==> config.mk <==
export PLATFORM = sky130hd
export DESIGN_NAME = restoring_divider
export DESIGN_NICKNAME = d
export VERILOG_FILES = /design/src/rtl/restoring_divider_pkg.sv /design/src/rtl/restoring_divider_cla_subtractor.sv /design/src/rtl/restoring_divider.sv
export SDC_FILE = /design/constraint.sdc
export NUM_CORES = 1
export LEC_CHECK = 0
export ABC_AREA = 0
export BUFFER_PORTS_ARGS = -buffer_cell sky130_fd_sc_hd__buf_2
export CAP_MARGIN = 20
export CORE_MARGIN = 5
export CORE_UTILIZATION = 59
export CTS_BUF_LIST = sky130_fd_sc_hd__clkbuf_4
export DETAILED_ROUTE_END_ITERATION = 8
export HOLD_SLACK_MARGIN = 0.05
export PLACE_DENSITY = 0.87
export SETUP_SLACK_MARGIN = 0.1
export SLEW_MARGIN = 20
export SYNTH_ARGS = -nofsm -noshare
export SYNTH_HDL_FRONTEND = slang
export SYNTH_HIERARCHICAL = 1
export SYNTH_SLANG_ARGS = --single-unit
export TNS_END_PERCENT = 1
==> constraint.sdc <==
create_clock -name clk -period 2.6 [get_ports clk]
set_input_delay 0.13 -clock clk [delete_from_list [all_inputs] [get_ports clk]]
set_output_delay 0.13 -clock clk [all_outputs]
set_load 0.03 [all_outputs]
==> src/rtl/restoring_divider_pkg.sv <==
// Shared arithmetic package for the restoring divider: FSM state encoding
// and the default operand width.
package restoring_divider_pkg;

    localparam int unsigned DEFAULT_WIDTH = 8;

    typedef enum logic [1:0] {
        ST_IDLE = 2'd0,
        ST_RUN  = 2'd1,
        ST_DONE = 2'd2
    } div_state_e;

endpackage : restoring_divider_pkg

==> src/rtl/restoring_divider_cla_subtractor.sv <==
// Carry-lookahead subtractor: diff_c = a - b computed as a + ~b + 1.
// Ports:
//   a, b      : WIDTH-bit unsigned operands
//   diff_c    : WIDTH-bit difference (combinational)
//   borrow_c  : 1 when a < b, i.e. NOT carry-out (combinational)
module cla_subtractor #(
    parameter int unsigned WIDTH = 9
) (
    input  logic [WIDTH-1:0] a,
    input  logic [WIDTH-1:0] b,
    output logic [WIDTH-1:0] diff_c,
    output logic             borrow_c
);

    logic [WIDTH-1:0] b_inv;
    logic [WIDTH-1:0] gen;
    logic [WIDTH-1:0] prop;
    logic [WIDTH:0]   carry;

    assign b_inv = ~b;
    assign gen   = a & b_inv;
    assign prop  = a ^ b_inv;

    // Flattened lookahead: each carry is the OR of every generate term
    // propagated through the bits above it, plus the injected +1 carry-in.
    always_comb begin
        logic acc;
        logic prod;
        carry    = '0;
        carry[0] = 1'b1;
        for (int i = 0; i < int'(WIDTH); i++) begin
            acc  = gen[i];
            prod = prop[i];
            for (int j = i - 1; j >= 0; j--) begin
                acc  = acc | (prod & gen[j]);
                prod = prod & prop[j];
            end
            carry[i+1] = acc | (prod & carry[0]);
        end
    end

    assign diff_c   = prop ^ carry[WIDTH-1:0];
    assign borrow_c = ~carry[WIDTH];

endmodule : cla_subtractor

==> src/rtl/restoring_divider.sv <==
// Sequential restoring divider, one quotient bit per clock.
// Ports:
//   clk, rst            : clock, synchronous active-high reset
//   start               : begin a division (honoured in IDLE or DONE only)
//   dividend, divisor   : unsigned operands, captured on accepted start
//   busy                : high while iterating
//   done                : one-cycle pulse when results are valid
//   quotient, remainder : results, held until the next accepted start
//   div_by_zero         : set with the result when the divisor was zero
module restoring_divider
    import restoring_divider_pkg::*;
#(
    parameter int unsigned WIDTH = DEFAULT_WIDTH
) (
    input  logic             clk,
    input  logic             rst,
    input  logic             start,
    input  logic [WIDTH-1:0] dividend,
    input  logic [WIDTH-1:0] divisor,
    output logic             busy,
    output logic             done,
    output logic [WIDTH-1:0] quotient,
    output logic [WIDTH-1:0] remainder,
    output logic             div_by_zero
);

    localparam int unsigned CNT_W = (WIDTH > 1) ? $clog2(WIDTH) : 1;
    localparam int unsigned REM_W = WIDTH + 1;

    div_state_e        state_q, state_d;
    logic [WIDTH-1:0]  dq_q, dq_d;          // dividend shifting out, quotient shifting in
    logic [WIDTH-1:0]  divisor_q, divisor_d;
    logic [REM_W-1:0]  rem_q, rem_d;        // partial remainder
    logic [CNT_W-1:0]  cnt_q, cnt_d;
    logic [WIDTH-1:0]  quotient_q, quotient_d;
    logic [WIDTH-1:0]  remainder_q, remainder_d;
    logic              dbz_q, dbz_d;
    logic              busy_q, busy_d;
    logic              done_q, done_d;

    logic [REM_W-1:0]  shifted_rem;
    logic [REM_W-1:0]  trial_c;
    logic              borrow_c;
    logic [REM_W-1:0]  next_rem;
    logic [WIDTH-1:0]  next_dq;
    logic              unused_rem_msb;

    // Shift {partial remainder, dividend} left by one bit. The partial
    // remainder is always below the divisor, so its MSB never carries data.
    assign shifted_rem = {rem_q[WIDTH-1:0], dq_q[WIDTH-1]};

    cla_subtractor #(
        .WIDTH (REM_W)
    ) u_sub (
        .a        (shifted_rem),
        .b        ({1'b0, divisor_q}),
        .diff_c   (trial_c),
        .borrow_c (borrow_c)
    );

    // Keep the trial difference on no-borrow, otherwise restore.
    assign next_rem       = borrow_c ? shifted_rem : trial_c;
    assign next_dq        = {dq_q[WIDTH-2:0], ~borrow_c};
    assign unused_rem_msb = rem_q[WIDTH] ^ next_rem[WIDTH];

    // Next-state and datapath control.
    always_comb begin
        state_d     = state_q;
        dq_d        = dq_q;
        divisor_d   = divisor_q;
        rem_d       = rem_q;
        cnt_d       = cnt_q;
        quotient_d  = quotient_q;
        remainder_d = remainder_q;
        dbz_d       = dbz_q;

        case (state_q)
            ST_IDLE, ST_DONE: begin
                if (start) begin
                    dq_d      = dividend;
                    divisor_d = divisor;
                    rem_d     = '0;
                    cnt_d     = '0;
                    if (divisor == '0) begin
                        // Divide-by-zero short-circuits straight to DONE.
                        state_d     = ST_DONE;
                        quotient_d  = '1;
                        remainder_d = dividend;
                        dbz_d       = 1'b1;
                    end else begin
                        state_d = ST_RUN;
                    end
                end else if (state_q == ST_DONE) begin
                    state_d = ST_IDLE;
                end
            end
            ST_RUN: begin
                rem_d = next_rem;
                dq_d  = next_dq;
                if (cnt_q == CNT_W'(WIDTH - 1)) begin
                    state_d     = ST_DONE;
                    quotient_d  = next_dq;
                    remainder_d = next_rem[WIDTH-1:0];
                    dbz_d       = 1'b0;
                end else begin
                    cnt_d = cnt_q + CNT_W'(1);
                end
            end
            default: begin
                state_d = ST_IDLE;
            end
        endcase

        busy_d = (state_d == ST_RUN);
        done_d = (state_d == ST_DONE);
    end

    // State and output registers.
    always_ff @(posedge clk) begin
        if (rst) begin
            state_q     <= ST_IDLE;
            dq_q        <= '0;
            divisor_q   <= '0;
            rem_q       <= '0;
            cnt_q       <= '0;
            quotient_q  <= '0;
            remainder_q <= '0;
            dbz_q       <= 1'b0;
            busy_q      <= 1'b0;
            done_q      <= 1'b0;
        end else begin
            state_q     <= state_d;
            dq_q        <= dq_d;
            divisor_q   <= divisor_d;
            rem_q       <= rem_d;
            cnt_q       <= cnt_d;
            quotient_q  <= quotient_d;
            remainder_q <= remainder_d;
            dbz_q       <= dbz_d;
            busy_q      <= busy_d;
            done_q      <= done_d;
        end
    end

    assign busy        = busy_q;
    assign done        = done_q;
    assign quotient    = quotient_q;
    assign remainder   = remainder_q;
    assign div_by_zero = dbz_q;

endmodule : restoring_divider

==> flow_summary_export.csv, run 1 <==
group,metric,value,unit
sta,holdWs,0.0638,ns
sta,finalSetupViolations,0,
global_routing,grt_max_degree,41,
sta,worst_slack,0.229,ns
route,wl,6090,um
floorplan,core_area,4290,um^2
floorplan,fp.dieW,76.0,um
sta,finClkSkew,0.0147,ns
sta,slew_headroom,0.350,
clocking,cts_tree,"done",
route,antenna_left,0,
floorplan,die_h,76.0,um
floorplan,die_area,5770,um^2
placement,portBuffers,37,
sta,fin_crit,2.37,ns
sta,fmax,422,MHz
route,drtIter0Drc,135,
final_layout,ff_latch_area,961,um^2
route,dr.pass1.iters,5,
setup_path,crit_path_max_fanout,10,
synthesis,syn_inst,306,
sta,max_slew.worst_pin.slew,0.975,ns
global_routing,grt_pass1_vias,2157,
clocking,cts_buffers,5,
final_layout,multiInputGateArea,1430,um^2
clocking,worstSkewPairLatency,0.37,ns
placement,hpwl,4200,um
placement,place_ws,-0.0749,ns
worst_hold_path,hp-class,"in2reg",
route,post_drt_wl_per_cell,15.3,um
synthesis,yosysWarnings,6,
clocking,cts.clk_slew.worst_paths,0.14,ns
power,ir_drop,0.322,mV
run,maxCapViolations,0,
power,power_density,548,nW/um^2
route,dr_total_vias,2361,
sta,finalHoldViolCount,0,
route,drcViolationCount,0,
power,p_leak,1.22,nW
placement,gp_congestion,0.904,
final_layout,antennaDiodeCount,0,
sta,fin_crit_sh,0.912,
floorplan,io_pins,38,
global_routing,track_usage,0.204,
clocking,postCtsSetupBuffers,0,
floorplan,rows,24,
sta,slew_violations,0,
clocking,cts_root_buf,"clkbuf_4",
clocking,cts.sinks,48,
setup_path,crit_required,2.87,ns
sta,rsz0062_at_grt,"no",
final_layout,fin_nets,378,
final_layout,drive_above_1_share,0.216,
run_status,status,"completed",
global_routing,grt_antenna_before_repair,0,
final_layout,area_delta_synth_final,16.0,%
global_routing,grt_overflow,0,
synthesis,syn_area_per_cell,8.39,um^2
clocking,clockBufferDepth,2,
sta,setup_tns,0,ns
setup_path,crit_path_start_kind,"flop",
synthesis,synth_nets,338,
setup_path,crit_type,"reg2reg",
global_routing,grt_pass1_wl,9890,um
clocking,cts_max_level,2,
final_layout,nFillCells,358,
setup_path,arrival,2.64,ns
route,via_per_inst,5.92,
setup_path,end_kind,"flop",
floorplan,start_util,0.598,
synthesis,netlist_area,2570,um^2
-- worst max-delay path: stages, from the launching register on --
cell,delay (ns)
dfxtp_1,0.38
ha_1,0.41
nand4_1,0.10
or4b_1,0.46
nand3_1,0.16
a21oi_4,0.13
mux2_2,0.26
nor2_1,0.04
o41ai_1,0.32
-- report_power, final --
| part | internal [mW] | switching (mW) |
|---|---|---|
| registers | 0.767 | 0.0271 |
| clock network | 0.201 | 0.240 |
| logic | 0.178 | 0.220 |
-- flip-flops by register name, summed over array words and instances (netlist names) --
| name | flops |
|---|---|
| div_by_zero | 1 |
| remainder | 8 |
| dq_q | 8 |
| rem_q | 8 |
| done | 1 |
| cnt_q | 3 |
| busy | 1 |
| divisor_q | 8 |
| quotient | 8 |
| state_q | 2 |
-- timing repair --
item / 4_1_cts / 5_1_grt
setup endpoints to repair: 16 / 11
endpoints found under the hold margin: 12 / 0
hold buffers: 12 / 0
gates resized for setup: 1 / 1
-- final timing paths --
path                             startpoint                         to  slack [ns]  cells past startpoint
hold / removal                  dividend[6]       dq_q[6]$_SDFFE_PP0P_        0.06                      3
hold reg to reg   divisor_q[4]$_SDFFE_PP0P_  divisor_q[4]$_SDFFE_PP0P_        0.47                      2
setup / recovery      rem_q[4]$_SDFFE_PP0P_  remainder[6]$_SDFFE_PP0P_        0.23                      8
setup reg to reg      rem_q[4]$_SDFFE_PP0P_  remainder[6]$_SDFFE_PP0P_        0.23                      8
-- metrics by stage --
| step | cells | power (mW) | instance area (um^2) | utilization |
|---|---|---|---|---|
| 6_report | 399 | 1.63 | 2980 | 0.694 |
| 5_1_grt | 399 | 1.71 | 2980 | 0.694 |
| 4_1_cts | 399 | 1.63 | 2970 | 0.692 |
| 3_5_place_dp | 379 | 1.18 | 2770 | 0.645 |
| 3_3_place_gp | 379 | 1.17 | 2770 | 0.645 |
| 2_1_floorplan | 306 | 1.09 | 2570 | - |
-- cell usage in the layout (no fill, tap or decap), types with 9 or more instances in the layout --
master         instances
nand2_1               34
nor2b_1               10
buf_2                 37
ha_1                  13
dlygate4sd3_1         12
a21oi_1               24
dfxtp_1               48
inv_1                 20
nand3_1               14
nor2_1                27
nor3_1                10
buf_4                  9
-- cell type report --
class	count	share of cell area
clock buffers	5	0.0126
clock inverters	3	0.0143
inverters	20	0.0252
multi-input cells	213	0.479
flip-flops and latches	48	0.322
well taps	52	0.0218
repair buffers	58	0.125
-- layer usage --
metal / GRT usage / wire (um) / vias up
met5: 0 / 0 / -
met4: 0.0819 / 132 / 0
met3: 0.0366 / 335 / 12
met2: 0.337 / 2960 / 83
met1: 0.261 / 2650 / 1103
li1: - / - / 1163
Note: power is estimated with default switching activity, not from simulation.
==> inputs of run 2 (changes only) <==
--- a/config.mk
+++ b/config.mk
@@ -5,19 +5,17 @@
 export SDC_FILE = /design/constraint.sdc
 export NUM_CORES = 1
 export LEC_CHECK = 0
-export ABC_AREA = 0
+export ABC_AREA = 1
 export BUFFER_PORTS_ARGS = -buffer_cell sky130_fd_sc_hd__buf_2
 export CAP_MARGIN = 20
-export CORE_MARGIN = 5
-export CORE_UTILIZATION = 59
+export CORE_UTILIZATION = 58
 export CTS_BUF_LIST = sky130_fd_sc_hd__clkbuf_4
 export DETAILED_ROUTE_END_ITERATION = 8
 export HOLD_SLACK_MARGIN = 0.05
-export PLACE_DENSITY = 0.87
+export PLACE_DENSITY = 0.86
 export SETUP_SLACK_MARGIN = 0.1
 export SLEW_MARGIN = 20
 export SYNTH_ARGS = -nofsm -noshare
 export SYNTH_HDL_FRONTEND = slang
-export SYNTH_HIERARCHICAL = 1
 export SYNTH_SLANG_ARGS = --single-unit
 export TNS_END_PERCENT = 1
==> run 2 against run 1 <==
  * First-iteration DRC count up 5.2%
  * Largest cell class unchanged
  * Maximum frequency grew 22%
  * Total power increased by 0.23%
  * Critical path type unchanged
  * Global-route usage rose by 7.4 points
==> flow_summary_export.csv, run 2 <==
group,metric,value,unit
sta,slew_violations,0,
synthesis,yosysWarnings,0,
final_layout,drive_above_1_share,0.158,
global_routing,grt_max_degree,31,
synthesis,synth_top_area_share,0.401,
sta,slew_headroom,0.619,
synthesis,ys_seq_area_frac,0.401,
worst_hold_path,hp-class,"in2reg",
sta,finalSetupViolations,0,
sta,max_slew.worst_pin.slew,0.572,ns
placement,portBuffers,37,
setup_path,arrival,2.26,ns
synthesis,synth_area_leader_cell,"dfxtp_1",
final_layout,antennaDiodeCount,0,
setup_path,crit_path_max_fanout,9,
sta,fin_crit,1.95,ns
setup_path,end_kind,"flop",
floorplan,io_pins,38,
clocking,cts_resized,0,
global_routing,grt_antenna_before_repair,0,
placement,place_ws,0.680,ns
placement,hpwl,3810,um
floorplan,core_area,3970,um^2
setup_path,crit_required,2.91,ns
route,dr_total_vias,2237,
synthesis,syn_inst,340,
run_status,status,"completed",
route,wl,5330,um
clocking,clockBufferDepth,2,
sta,fin_crit_sh,0.750,
synthesis,syn_area_per_cell,7.05,um^2
floorplan,start_util,0.604,
power,finalPower,1.64,mW
synthesis,synth_common_cells,"nand2_1, dfxtp_1, inv_1",
floorplan,fp.dieW,66.3,um
placement,gp_congestion,0.891,
run,maxCapViolations,0,
power,ir_drop,0.342,mV
floorplan,rows,23,
route,post_drt_wl_per_cell,12.4,um
sta,rsz0062_at_grt,"no",
synthesis,ys_ff_latch,48,
route,antenna_left,0,
power,power_density,606,nW/um^2
synthesis,ys.flop_type,"dfxtp_1",
clocking,cts.clk_slew.worst_paths,0.13,ns
sta,worst_slack,0.650,ns
final_layout,area_delta_synth_final,12.6,%
setup_path,crit_type,"reg2reg",
synthesis,synthTopCellsByArea,"dfxtp_1, nand2_1, a21oi_1, inv_1, ha_1",
clocking,cts_tree,"done",
clocking,cts_buffers,5,
synthesis,synth_edf_count,0,
clocking,cts_root_buf,"clkbuf_4",
sta,fmax,513,MHz
sta,setup_tns,0,ns
sta,finClkSkew,0.00456,ns
power,p_leak,1.34,nW
final_layout,final_cell_mix,"nand2_1, dfxtp_1, inv_1",
route,dr.pass1.iters,4,
setup_path,crit_path_start_kind,"flop",
synthesis,synthDistinctLibCells,30,
sta,finalHoldViolCount,0,
global_routing,grt_pass1_wl,9140,um
clocking,cts.sinks,48,
route,via_per_inst,5.20,
clocking,worstSkewPairLatency,0.37,ns
final_layout,fin_nets,409,
route,drtIter0Drc,142,
clocking,cts_max_level,2,
global_routing,track_usage,0.278,
synthesis,netlist_area,2400,um^2
synthesis,yosysMostFrequentCell,"nand2_1",
route,drcViolationCount,0,
floorplan,die_h,66.3,um
global_routing,grt_overflow,0,
floorplan,die_area,4400,um^2
synthesis,synth_nets,370,
final_layout,final_common_cell,"nand2_1",
synthesis,async_reset_ff_frac,0,
global_routing,grt_pass1_vias,2071,
==> run 2: path summary, 6_finish.rpt <==
path	from	end	slack, ns	depth (start not counted)
hold / removal	divisor[6]	divisor_q[6]$_SDFFE_PP0P_	0.06	3
setup reg to reg	divisor_q[3]$_SDFFE_PP0P_	remainder[4]$_SDFFE_PP0P_	0.65	13
setup / recovery	divisor_q[3]$_SDFFE_PP0P_	remainder[4]$_SDFFE_PP0P_	0.65	13
hold reg to reg	quotient[2]$_SDFFE_PP0P_	quotient[2]$_SDFFE_PP0P_	0.47	2
==> run 2: cells by family (layout without fill, tap and decap cells) <==
logic type,Yosys count,in the layout,share of synthesized area
and+or+nand+nor,144,144,0.248
AOI/OAI and AO/OA,77,77,0.186
buffers and inverters,56,96,0.0939
DFF,48,48,0.401
adders and majority gates,11,11,0.0574
xor gates and xnor gates,4,4,0.0146
==> run 2: layout make-up <==
cell class,instances,area (um^2)
Fill cell,337,1270
Multi-Input combinational cell,236,1210
Sequential cell,48,961
Timing Repair Buffer,43,240
Inverter,45,169
Tap cell,50,62.6
Clock buffer,6,45.0
Clock inverter,2,11.3
==> run 2: what timing repair did <==
action / CTS / global route
hold endpoints to repair: 4 / 0
hold buffers: 4 / 0
setup buffers: 0 / 0
==> run 2: critical path: stages (launching register included) <==
cell and delay [ns]:
dfxtp_1 0.33, inv_1 0.05, ha_1 0.38, nand2_2 0.13, nor2_1 0.05, nor2_1 0.14
nand2_2 0.09, nand3_2 0.09, nand2_1 0.09, nor2_4 0.20, nand2_1 0.09, nand2_1 0.09
nand2_1 0.05, a21oi_1 0.11
==> run 2: power by group <==
part,internal [mW],switching [mW],leakage (nW)
Sequential,0.789,0.0316,0.393
Combinational,0.161,0.306,0.922
Clock,0.114,0.235,0.0293
==> run 2: per-stage QoR <==
step / cell area [um^2] / util / std cells / hold WS [ns]
2_1_floorplan: 2400 / - / 340 / 0.220
3_3_place_gp: 2610 / 0.656 / 418 / 0.408
3_5_place_dp: 2610 / 0.656 / 418 / 0.419
4_1_cts: 2700 / 0.680 / 430 / 0.0624
5_1_grt: 2700 / 0.680 / 430 / 0.0583
6_report: 2700 / 0.680 / 430 / 0.0642
==> run 2: routing by layer <==
layer,vias to the layer above,wire (um),GRT usage
li1,1168,-,-
met1,1001,2410,0.349
met2,58,2580,0.460
met3,10,231,0.0569
met4,0,105,0.112
met5,-,0,0
